<file path="src/rtl/ifu_pkg.sv">
// Shared types and constants for the instruction fetch unit.
//   fetch_entry_t : buffered {pc, instr} pair
//   ifu_state_e   : RUN (fetching) / DRAIN (discarding stale responses)
//   INSTR_BYTES   : PC increment per fetched word
//   *_LSB/*_MSB   : instruction field slice positions
package ifu_pkg;

  localparam int INSTR_BYTES = 4;

  localparam int OPCODE_LSB = 0;
  localparam int OPCODE_MSB = 6;
  localparam int FUNC3_LSB  = 12;
  localparam int FUNC3_MSB  = 14;
  localparam int FUNC7_LSB  = 25;
  localparam int FUNC7_MSB  = 31;

  typedef struct packed {
    logic [31:0] pc;
    logic [31:0] instr;
  } fetch_entry_t;

  typedef enum logic {
    RUN   = 1'b0,
    DRAIN = 1'b1
  } ifu_state_e;

endpackage

</file>
<file path="src/rtl/ifu_fifo.sv">
// DEPTH-entry synchronous FIFO of fetch_entry_t with a flush input.
// Ports:
//   clk, rst_n : clock, asynchronous active-low reset
//   flush      : empties the FIFO; overrides push and pop in the same cycle
//   push/wdata : write an entry (caller guarantees not full)
//   pop        : remove the head entry (caller guarantees not empty)
//   rdata      : head entry (all-zero after reset)
//   empty      : no entries held
//   count      : current occupancy (0..DEPTH)
module ifu_fifo
  import ifu_pkg::*;
#(
  parameter int DEPTH = 2,
  localparam int AW = $clog2(DEPTH),
  localparam int CW = AW + 1
) (
  input  logic         clk,
  input  logic         rst_n,
  input  logic         flush,
  input  logic         push,
  input  fetch_entry_t wdata,
  input  logic         pop,
  output fetch_entry_t rdata,
  output logic         empty,
  output logic [CW-1:0] count
);

  fetch_entry_t  mem [DEPTH];
  logic [AW-1:0] wr_ptr;
  logic [AW-1:0] rd_ptr;

  // Storage is reset so the head (and the field outputs derived from it)
  // reads as zero out of reset.
  always_ff @(posedge clk or negedge rst_n) begin
    if (!rst_n) begin
      mem    <= '{default: '0};
      wr_ptr <= '0;
      rd_ptr <= '0;
      count  <= '0;
    end else if (flush) begin
      wr_ptr <= '0;
      rd_ptr <= '0;
      count  <= '0;
    end else begin
      if (push) begin
        mem[wr_ptr] <= wdata;
        wr_ptr      <= wr_ptr + AW'(1);
      end
      if (pop) begin
        rd_ptr <= rd_ptr + AW'(1);
      end
      count <= count + CW'(push) - CW'(pop);
    end
  end

  assign rdata = mem[rd_ptr];
  assign empty = (count == '0);

endmodule

</file>
<file path="src/rtl/instr_fetch_unit.sv">
// Instruction fetch stage: holds the PC, issues in-order word requests to
// instruction memory under a credit limit of DEPTH, buffers responses and
// presents the head instruction with opcode/func3/func7 pre-split.
// Redirects flush the buffer; responses to pre-redirect requests are
// discarded in the DRAIN state.
// Optional build macro IFU_MISALIGN_CHK_EN adds the fetch_misaligned output
// (set by a misaligned redirect, blocks fetching until an aligned redirect).
// Without it, redirect_pc[1:0] is ignored (treated as 2'b00).
// Ports:
//   clk, rst_n                      : clock, asynchronous active-low reset
//   imem_req_valid/addr/ready       : memory request channel
//   imem_rsp_valid/data             : in-order memory responses
//   redirect_valid/pc               : control-flow redirect pulse and target
//   instr_valid/ready, instr, instr_pc : head of the instruction buffer
//   opcode, func3, func7            : fields of the head instruction
module instr_fetch_unit
  import ifu_pkg::*;
#(
  parameter logic [31:0] RESET_PC = 32'h0000_0000,
  parameter int          DEPTH    = 2
) (
  input  logic        clk,
  input  logic        rst_n,
  output logic        imem_req_valid,
  output logic [31:0] imem_req_addr,
  input  logic        imem_req_ready,
  input  logic        imem_rsp_valid,
  input  logic [31:0] imem_rsp_data,
  input  logic        redirect_valid,
  input  logic [31:0] redirect_pc,
  output logic        instr_valid,
  input  logic        instr_ready,
  output logic [31:0] instr,
  output logic [31:0] instr_pc,
  output logic [6:0]  opcode,
  output logic [2:0]  func3,
  output logic [6:0]  func7
`ifdef IFU_MISALIGN_CHK_EN
  ,
  output logic        fetch_misaligned
`endif
);

  localparam int CW = $clog2(DEPTH) + 1;

  ifu_state_e    state;
  ifu_state_e    state_d;
  logic [31:0]   fetch_pc;
  logic [31:0]   rsp_pc;
  logic [31:0]   redir_target;
  logic [CW-1:0] outstanding;
  logic [CW-1:0] out_d;
  logic [CW-1:0] occ;
  logic [CW-1:0] occ_d;
  logic [CW:0]   credit_used;
  logic          accept;
  logic          push;
  logic          pop;
  logic          block_d;
  logic          req_valid_d;
  logic          fifo_empty;
  fetch_entry_t  push_entry;
  fetch_entry_t  head;

`ifdef IFU_MISALIGN_CHK_EN
  logic misaligned_d;

  assign redir_target = redirect_pc;
  assign misaligned_d = redirect_valid ? (redirect_pc[1:0] != 2'b00) : fetch_misaligned;
  assign block_d      = misaligned_d;

  always_ff @(posedge clk or negedge rst_n) begin
    if (!rst_n) begin
      fetch_misaligned <= 1'b0;
    end else begin
      fetch_misaligned <= misaligned_d;
    end
  end
`else
  logic [1:0] unused_redirect_low;

  assign unused_redirect_low = redirect_pc[1:0];
  assign redir_target        = {redirect_pc[31:2], 2'b00};
  assign block_d             = 1'b0;
`endif

  assign accept = imem_req_valid & imem_req_ready;
  // A redirect overrides any same-cycle push or pop.
  assign push   = imem_rsp_valid & (state == RUN) & ~redirect_valid;
  assign pop    = instr_valid & instr_ready & ~redirect_valid;

  // Every response retires one outstanding request, whether kept or dropped.
  assign out_d = outstanding + CW'(accept) - CW'(imem_rsp_valid);
  assign occ_d = redirect_valid ? '0 : (occ + CW'(push) - CW'(pop));

  always_comb begin
    state_d = state;
    if (redirect_valid) begin
      state_d = (out_d != '0) ? DRAIN : RUN;
    end else if ((state == DRAIN) && (out_d == '0)) begin
      state_d = RUN;
    end
  end

  // The request valid is registered from next-cycle occupancy and credit, so
  // it evaluates the credit rule on the state the request cycle will see.
  // An unaccepted request never loses credit (pushes only trade outstanding
  // for occupancy), so it holds until accepted or redirected.
  assign credit_used = {1'b0, occ_d} + {1'b0, out_d};
  assign req_valid_d = (state_d == RUN) & ~block_d & (credit_used < (CW+1)'(DEPTH));

  always_ff @(posedge clk or negedge rst_n) begin
    if (!rst_n) begin
      state          <= RUN;
      fetch_pc       <= RESET_PC;
      rsp_pc         <= RESET_PC;
      outstanding    <= '0;
      imem_req_valid <= 1'b0;
    end else begin
      state          <= state_d;
      outstanding    <= out_d;
      imem_req_valid <= req_valid_d;
      if (redirect_valid) begin
        fetch_pc <= redir_target;
        rsp_pc   <= redir_target;
      end else begin
        if (accept) fetch_pc <= fetch_pc + 32'(INSTR_BYTES);
        if (push)   rsp_pc   <= rsp_pc + 32'(INSTR_BYTES);
      end
    end
  end

  assign imem_req_addr    = fetch_pc;
  assign push_entry.pc    = rsp_pc;
  assign push_entry.instr = imem_rsp_data;

  ifu_fifo #(
    .DEPTH(DEPTH)
  ) u_fifo (
    .clk   (clk),
    .rst_n (rst_n),
    .flush (redirect_valid),
    .push  (push),
    .wdata (push_entry),
    .pop   (pop),
    .rdata (head),
    .empty (fifo_empty),
    .count (occ)
  );

  assign instr_valid = ~fifo_empty;
  assign instr       = head.instr;
  assign instr_pc    = head.pc;
  assign opcode      = head.instr[OPCODE_MSB:OPCODE_LSB];
  assign func3       = head.instr[FUNC3_MSB:FUNC3_LSB];
  assign func7       = head.instr[FUNC7_MSB:FUNC7_LSB];

endmodule

</file>
<file path="config.mk">
export PLATFORM = sky130hd
export DESIGN_NAME = instr_fetch_unit
export DESIGN_NICKNAME = d
export VERILOG_FILES = /design/src/rtl/ifu_pkg.sv /design/src/rtl/ifu_fifo.sv /design/src/rtl/instr_fetch_unit.sv
export SDC_FILE = /design/constraint.sdc
export NUM_CORES = 1
export LEC_CHECK = 0
export CELL_PAD_IN_SITES_DETAIL_PLACEMENT = 1
export CELL_PAD_IN_SITES_GLOBAL_PLACEMENT = 2
export CORE_MARGIN = 1
export CORE_UTILIZATION = 32
export CTS_CLUSTER_DIAMETER = 150
export DETAILED_ROUTE_END_ITERATION = 8
export PLACE_DENSITY_LB_ADDON = 0.1
export SYNTH_ARGS = -nofsm -noshare
export SYNTH_HDL_FRONTEND = slang
export SYNTH_SLANG_ARGS = --single-unit
</file>
<file path="constraint.sdc">
create_clock -name clk -period 3.1 [get_ports clk]
set_input_delay 0.465 -clock clk [delete_from_list [all_inputs] [get_ports clk]]
set_output_delay 0.465 -clock clk [all_outputs]
set_load 0.01 [all_outputs]
</file>
## Word level (Yosys, flattened, before mapping)

Index checks and enable logic that the tools add are counted.

| word-level totals | value |
|---|---|
| word-level logic and storage cells | 64 |
| output and inout port bits | 115 |
| register bits | 200 |

| cells by class | value |
|---|---|
| mux-type cells | 18 |
| reductions and logical operators | 9 |
| magnitude comparators | 4 |
| bitwise operators | 12 |
| add/subtract/negate cells | 9 |

Operators with widths:

| cell | count |
|---|---|
| $mux W64 | 4 |
| $bwmux W128 | 1 |
| $mux W32 | 4 |
| $add A32 B3 Y32 const B | 2 |
| $demux W64 S1 | 1 |
| $reduce_bool A2 Y1 | 4 |
| $mux W1 | 7 |
| $and A1 B1 Y1 | 6 |
| $add A2 B1 Y2 | 2 |
| $ge A2 B2 Y1 const B | 2 |
| $logic_not A2 Y1 | 2 |
| $not A1 Y1 | 4 |
| $not A1 Y2 | 2 |
| $sub A2 B1 Y2 | 2 |
| $add A2 B2 Y3 | 1 |
| $lt A3 B2 Y1 const B | 1 |
| $add A1 B1 Y1 const B | 2 |
| $logic_and A1 B1 Y1 | 2 |
| $lt A2 B1 Y1 const B | 1 |
| $mux W2 | 1 |
| $reduce_and A2 Y1 | 1 |

## Longest topological paths before layout

Gate-level depths: netlist of the first run.

| logic depth | value |
|---|---|
| depth in word-level cells | 9 |
| depth in mapped cells | 11 |
| mapped depth without buffers | 10 |

## By module

From an unflattened synthesis of the first run, not the netlist that was laid out.

| unflattened totals | value |
|---|---|
| cell total of the unflattened synthesis | 835 |
| area total of the unflattened synthesis | 10274.9 µm² |

By module, submodules not included:

| module | area an instance (µm²) | cells each | sequential area each (µm²) | instances |
|---|---|---|---|---|
| ifu_fifo | 6052.1 | 359 | 3303.2 | 1 |
| instr_fetch_unit | 4222.8 | 476 | 1601.5 | 1 |

## Worst setup path before layout of the first run

Ideal clock, no wire load.

| path | value |
|---|---|
| kind | input to register |
| start point | input redirect_valid |
| end point | register imem_req_valid |
| library setup time | 0.086 ns |
| data required time | 3.014 ns |
| stages on the path | 11 |
| setup slack | 0.197 ns |
| path buffers | 3 |
| arrival | 2.817 ns |
| cells stage by stage | clkbuf_1 -> clkbuf_1 -> buf_1 -> nor2_1 -> ha_1 -> inv_1 -> ha_1 -> nor2b_1 -> and2_1 -> fa_1 -> nor3_1 |

| on the way | value |
|---|---|
| word-level cells in the longest chain between the ends | 8 |

RTL lines:

| element | RTL line | RTL |
|---|---|---|
| start, declared | instr_fetch_unit.sv:29 | `input logic redirect_valid,` |
| $not A1 Y1 (no line) | -- |  |
| $and A1 B1 Y1 | instr_fetch_unit.sv:89 | `assign push = imem_rsp_valid & (state == RUN) & ~redirect_valid;` |
| $add A2 B1 Y2 | instr_fetch_unit.sv:94 | `assign occ_d = redirect_valid ? '0 : (occ + CW'(push) - CW'(pop));` |
| $sub A2 B1 Y2 | instr_fetch_unit.sv:94 |  |
| $mux W2 (*) | instr_fetch_unit.sv:94 |  |
| net occ_d[0] | instr_fetch_unit.sv:54 | `logic [CW-1:0] occ_d;` |
| $add A2 B2 Y3 (*) | instr_fetch_unit.sv:109 | `assign credit_used = {1'b0, occ_d} + {1'b0, out_d};` |
| $lt A3 B2 Y1 (*) | instr_fetch_unit.sv:110 | `assign req_valid_d = (state_d == RUN) & ~block_d & (credit_used < (CW+1)'(DEPTH));` |
| $and A1 B1 Y1 (*) | instr_fetch_unit.sv:110 |  |
| net req_valid_d | instr_fetch_unit.sv:60 | `logic req_valid_d;` |
| end signal, assigned | instr_fetch_unit.sv:122 | `imem_req_valid <= req_valid_d;` |
| end, declared | instr_fetch_unit.sv:24 | `output logic imem_req_valid,` |

Mark *: on every way through the listed nets, which the timed path passes. The rest lies on a longest branch.
A chain may end at the register's enable or synchronous reset.

## Final worst setup path of the first run

| path | value |
|---|---|
| start point | register u_fifo.rd_ptr |
| end point | output instr[25] |

| on the way | value |
|---|---|
| word-level cells in the longest chain between the ends | 4 |

RTL lines:

| element | RTL line | RTL |
|---|---|---|
| start, declared | ifu_fifo.sv:30 | `logic [AW-1:0] rd_ptr;` |
| start signal, assigned | ifu_fifo.sv:50 | `rd_ptr <= rd_ptr + AW'(1);` |
| $not A1 Y2 (not written as such) | ifu_fifo.sv:56 | `assign rdata = mem[rd_ptr];` |
| $mux W64 (not written as such) (3 in a row) | ifu_fifo.sv:56 |  |
| end, declared | instr_fetch_unit.sv:33 | `output logic [31:0] instr,` |

Every way passes these cells. The select of a mux whose other input is x is not followed.

==> flow_summary.ini, run 1 <==
[status]
status = completed

[final_layout]
final_cells = 1346
final_common_cell = mux2_2
layout_common_cells = 198 x mux2_2, 191 x dfrtp_1, 177 x clkdlybuf4s50_1
num-fill-cells = 3090
seq_area_um2 = 4810
areaGrowthSynthToFinish_pct = 28.7
multi_input_area_um2 = 4300
final_util_pct = 42.2
fin_area_um2 = 12200
layout.nets = 1025
drive_above_1_share_pct = 27.5

[synth]
syn_area_um2 = 9520
synthFlopType = dfrtp_1
yosysWarnings = 0
synth_top_area_share_pct = 50.5
ys_seq_elements = 192
syn_inst = 789
synth_edf_count = 0
synth_cell_types = 55
yosysSeqAreaShare_pct = 50.5
synthArstFlopShare_pct = 100
yosys-top-cells-area = dfrtp_1 50%, mux2_2 23%, buf_4 1.7%, nor2_1 1.4%, xnor2_1 1.4%
yosys.area.top_type = dfrtp_1
syn_area_per_cell_um2 = 12.1

[clock_tree]
clock_latency_ns = 0.45
cts_sinks = 192
htreeDepth = 4
cts_hold_buf = 0
cts_max_path_buffers = 2
clockRootBuffer = clkbuf_16
cts_setup_buffers = 0
cts_tree = built
path_clk_slew_ns = 0.08
cts_resized = 0
cts_buffers = 17

[critical_path]
cp_top_family = buffers and inverters
required_ns = 2.63
cp_max_fo = 18
timing.rr.end = imem_req_valid
cp_slowest_cell = dfrtp_2
worstReg2RegStart = u_fifo.count[1]
cp.arrival_ns = 2.28
path_buf_inv = 2
max_stage_delay_ns = 0.67
endpoint_kind = primary output
r2r_slack_ns = 0.58
start_kind = register
critPathKind = reg -> out
r2r_cells = 10
crit_chain = buf_4 -> mux2_2 -> clkdlybuf4s50_1

[timing]
fin_worst_skew_ns = 0.0204
rsz0062_at_grt = no
maxSlewViolCount = 0
finalHoldWorstSlack_ns = 0.0340
setup-violations-final = 0
hold_viol_final = 0
max_freq_mhz = 365
slew_headroom_pct = 43.4
fin_crit_sh_pct = 88.4
max_slew.worst_pin.slew_ns = 0.841
fin_setup_tns_ns = 0
finalWorstSetupSlack_ns = 0.359
post-route-min-period_ns = 2.74

[die]
die-area_um2 = 30400
die_w_um = 174
core_area_um2 = 29000
start_util_pct = 32.8
io_pins = 185
fp.dieH_um = 174
row_count = 62

[placement]
placed_cells = 1313
io_buffers = 178
place_area_um2 = 11700
hpwl_um = 19300
dp_slack_ns = 0.209
place.gp.congestion = 0.790

[global_routing]
grt_max_degree = 86
grt_antenna_before_repair = 0
globalRouteOverflowTotal = 0
grt_pass1_vias = 7750
gr-usage-all-layers_pct = 18.4
grt_pass1_wl_um = 43800

[pwr]
power.total_mw = 10.3
power_frac_comb_pct = 39.4
p_seq_share_pct = 38.8
internal-power_mw = 7.06
power_density_nw_per_um2 = 838
vdd_drop_max_uv = 403
total_leakage_power_nw = 4.92
switching_share_pct = 31.2
p_sw_mw = 3.20
pwr-share-clk_pct = 21.8

[drt]
drc_errors = 0
drt-pass1-iter-count = 4
viasPerCell = 5.22
vias = 7030
ant_nets = 0
drt_iter0_markers = 294
wl_um = 27000
avgRoutedWirePerCell_um = 20.1

[min_path]
worstHoldPathType = in -> async

[job]
maxCapViolCount = 0
worst max path at each step:
stage	start	endpoint	slack [ns]	cells after the start
floorplan	redirect_valid	imem_req_valid	0.20	11
global placement	imem_req_ready	imem_req_valid	0.34	9
detailed placement	imem_req_ready	imem_req_valid	0.21	9
CTS	u_fifo.rd_ptr	func7[3]	0.31	3
global route	u_fifo.rd_ptr	instr[27]	0.23	3
finish	u_fifo.rd_ptr	instr[25]	0.36	3
cell usage after synthesis, types with 2 or more instances:
master and n:
o311a_1 5, or4_1 14, clkbuf_1 14, inv_1 12, buf_4 21, a311oi_1 4
mux2_2 198, mux2i_1 2, buf_1 8, a21o_1 2, o31ai_1 11, a21oi_1 15
and3_1 11, nand2_1 30, and2_1 8, o21ai_0 9, nand4b_1 2, xnor2_1 15
nor2_1 36, or3_1 5, nor3_1 17, nand2b_1 4, nor4_1 17, nand3_1 22
a31oi_1 18, nor2b_1 4, o21a_1 2, nand4_1 14, o31a_1 4, xor2_1 8
and3_2 2, and4_1 12, dfrtp_1 192, clkbuf_8 3, buf_2 15, a211oi_1 9
ha_1 6
cell families (layout without fill, tap and decap cells):
group / Yosys count / after routing / synth area share [%]
xor+xnor: 23 / 23 / 2.12
buf+inv: 76 / 245 / 4.47
fa+ha+maj: 7 / 7 / 0.999
other cells: 1 / 5 / 0.0394
flops: 192 / 192 / 50.5
simple gates: 206 / 206 / 12.2
mux: 200 / 200 / 23.6
compound gates: 84 / 84 / 6.06
registers in the layout, summed over array words and instances, names as in the netlist:
| register | count |
|---|---|
| outstanding | 2 |
| u_fifo.mem | 124 |
| imem_req_addr | 30 |
| rsp_pc | 30 |
| u_fifo.count | 2 |
| u_fifo.wr_ptr | 1 |
| state | 1 |
| u_fifo.rd_ptr | 1 |
| imem_req_valid | 1 |
layer usage:
metal	vias to the layer above	part of all wire [%]	track usage (%)	wire, µm
met5	-	0	0	0
met4	0	1.2	4.93	318
met3	22	2.8	2.89	768
met2	129	53	32.8	14300
met1	3678	43	22.9	11700
li1	3201	-	-	-
area by class of cell:
type | instances | share of cell area, %
Antenna cell | 1 | 0.0204
Inverter | 13 | 0.398
Tap cell | 384 | 3.92
Timing Repair Buffer | 200 | 16.5
Multi-Input combinational cell | 524 | 35.1
Sequential cell | 192 | 39.2
Clock inverter | 13 | 1.13
Clock buffer | 19 | 3.62
power by group through the flow:
stage,clock network (mW),logic [mW],registers (mW)
2_1_floorplan,0,2.37,3.82
3_5_place_dp,0,4.11,4.04
4_1_cts,2.31,4.13,3.99
6_report,2.24,4.05,3.98
5_1_grt,2.41,4.36,4.12
3_3_place_gp,0,4.00,3.95
worst register-to-register path, cell delays in order (launching register included):
cell and delay, ns:
dfrtp_1 0.39, or2_2 0.33, nand2_1 0.13, nor2_1 0.06
ha_1 0.27, inv_1 0.04, ha_1 0.25, nor2b_1 0.14
and2_1 0.18, fa_1 0.44, nor3_1 0.21
No activity file was read; power rests on OpenSTA's default activity.
==> run 2: changes to the inputs <==
--- a/config.mk
+++ b/config.mk
@@ -11,6 +11,7 @@
 export CORE_UTILIZATION = 32
 export CTS_CLUSTER_DIAMETER = 150
 export DETAILED_ROUTE_END_ITERATION = 8
+export MAX_ROUTING_LAYER = met4
 export PLACE_DENSITY_LB_ADDON = 0.1
 export SYNTH_ARGS = -nofsm -noshare
 export SYNTH_HDL_FRONTEND = slang
==> run 2 against run 1 <==
Effect of this change:
- largest cell class unchanged
- critical path type unchanged
- via count up 0.44%
- clock power hardly changed
- largest power group unchanged
- register-to-register slack is essentially flat
- maximum frequency hardly changed
==> flow_summary.ini, run 2 (synthesis results as in run 1) <==
[status]
status = completed

[clock_tree]
clockRootBuffer = clkbuf_16
cts_max_path_buffers = 2
cts_resized = 0
path_clk_slew_ns = 0.08
htreeDepth = 4
cts_hold_buf = 0
cts_buffers = 17
cts_sinks = 192
clock_latency_ns = 0.45
cts_tree = built
cts_setup_buffers = 0

[die]
die-area_um2 = 30400
core_area_um2 = 29000
die_w_um = 174
fp.dieH_um = 174
row_count = 62
io_pins = 185
start_util_pct = 32.8

[global_routing]
grt_max_degree = 86
grt_pass1_vias = 7742
gr-usage-all-layers_pct = 19.0
grt_antenna_before_repair = 0
globalRouteOverflowTotal = 0
grt_pass1_wl_um = 43800

[critical_path]
cp.arrival_ns = 2.28
cp_max_fo = 18
critPathKind = reg -> out
worstReg2RegStart = u_fifo.count[1]
cp-startpoint = u_fifo.rd_ptr
crit_chain = buf_4 -> mux2_2 -> clkdlybuf4s50_1
endpoint = instr[25]
r2r_cells = 10
cp_top_family = buffers and inverters
path_buf_inv = 2
max_stage_delay_ns = 0.68
crit_cells = 3
timing.rr.end = imem_req_valid
r2r_slack_ns = 0.57
required_ns = 2.63
cp_slowest_cell = dfrtp_2
endpoint_kind = primary output
start_kind = register

[drt]
drt_iter0_markers = 314
vias = 7061
ant_nets = 0
avgRoutedWirePerCell_um = 20.1
drc_errors = 0
dr.max_layer_used = met4
route.met3.wl_um = 660
met1Wirelength_um = 11800
wl_um = 27000
drt-pass1-iter-count = 5
viasPerCell = 5.25
dr_wl_met2_um = 14300

[pwr]
vdd_drop_max_uv = 400
total_leakage_power_nw = 4.92
power_density_nw_per_um2 = 838

[final_layout]
drive_above_1_share_pct = 27.5
layout.nets = 1025
n_antenna_cell = 0
final_common_cell = mux2_2
largest_reg_flops = 124
layout_common_cells = 198 x mux2_2, 191 x dfrtp_1, 177 x clkdlybuf4s50_1
final_util_pct = 42.2
multi_input_area_um2 = 4300
areaGrowthSynthToFinish_pct = 28.7
final_cells = 1345
largest_register = u_fifo.mem
num-fill-cells = 3091
seq_area_um2 = 4810

[placement]
placed_cells = 1313
io_buffers = 178
dp_slack_ns = 0.209
place.gp.congestion = 0.801
hpwl_um = 19300

[timing]
max_slew.worst_pin.slew_ns = 0.844
fin_crit_sh_pct = 88.5
slew_headroom_pct = 43.2
setup-violations-final = 0
maxSlewViolCount = 0
fin_setup_tns_ns = 0
fin_worst_skew_ns = 0.0230
rsz0062_at_grt = no
finalWorstSetupSlack_ns = 0.356
finalHoldWorstSlack_ns = 0.0380
post-route-min-period_ns = 2.74
max_freq_mhz = 364
hold_viol_final = 0

[min_path]
worstHoldPathType = in -> async

[job]
maxCapViolCount = 0
-- run 2: cell type report --
cell class,count,share of cell area (%)
Clock buffer,19,3.62
Clock inverter,13,1.13
Tap cell,384,3.92
Sequential cell,192,39.2
Timing Repair Buffer,200,16.5
Inverter,13,0.398
Multi-Input combinational cell,524,35.1
-- run 2: per-layer routing --
layer / GRT usage [%] / vias to the layer above
met4: 4.71 / 0
li1: - / 3204
met2: 32.8 / 121
met5: - / -
met3: 2.91 / 20
met1: 23.0 / 3716
-- run 2: how the worst min path moves through the flow --
stage	endpoint	cells after the start
after floorplan	imem_req_addr[10]	0
after global placement	u_fifo.mem[8]	1
after detailed placement	u_fifo.mem[59]	1
after CTS	imem_req_addr[30]	1
after global routing	imem_req_addr[30]	1
final	imem_req_addr[30]	1
-- run 2: stage by stage --
step	area, µm²	power, mW
5_1_grt	12200	10.9
3_3_place_gp	11700	7.94
3_5_place_dp	11700	8.14
6_report	12200	10.3
2_1_floorplan	9530	6.20
4_1_cts	12200	10.4
-- run 2: power by group --
group | switching [mW] | total [mW] | internal [mW]
Clock | 1.07 | 2.23 | 1.17
Combinational | 1.55 | 4.05 | 2.49
Sequential | 0.580 | 3.98 | 3.40
==> run 3: changes to the inputs <==
--- a/config.mk
+++ b/config.mk
@@ -11,7 +11,6 @@
 export CORE_UTILIZATION = 32
 export CTS_CLUSTER_DIAMETER = 150
 export DETAILED_ROUTE_END_ITERATION = 8
-export MAX_ROUTING_LAYER = met4
 export PLACE_DENSITY_LB_ADDON = 0.1
 export SYNTH_ARGS = -nofsm -noshare
 export SYNTH_HDL_FRONTEND = slang
==> results of run 3 <==
The final DEF is identical to that of run 1; final timing and power are the same.
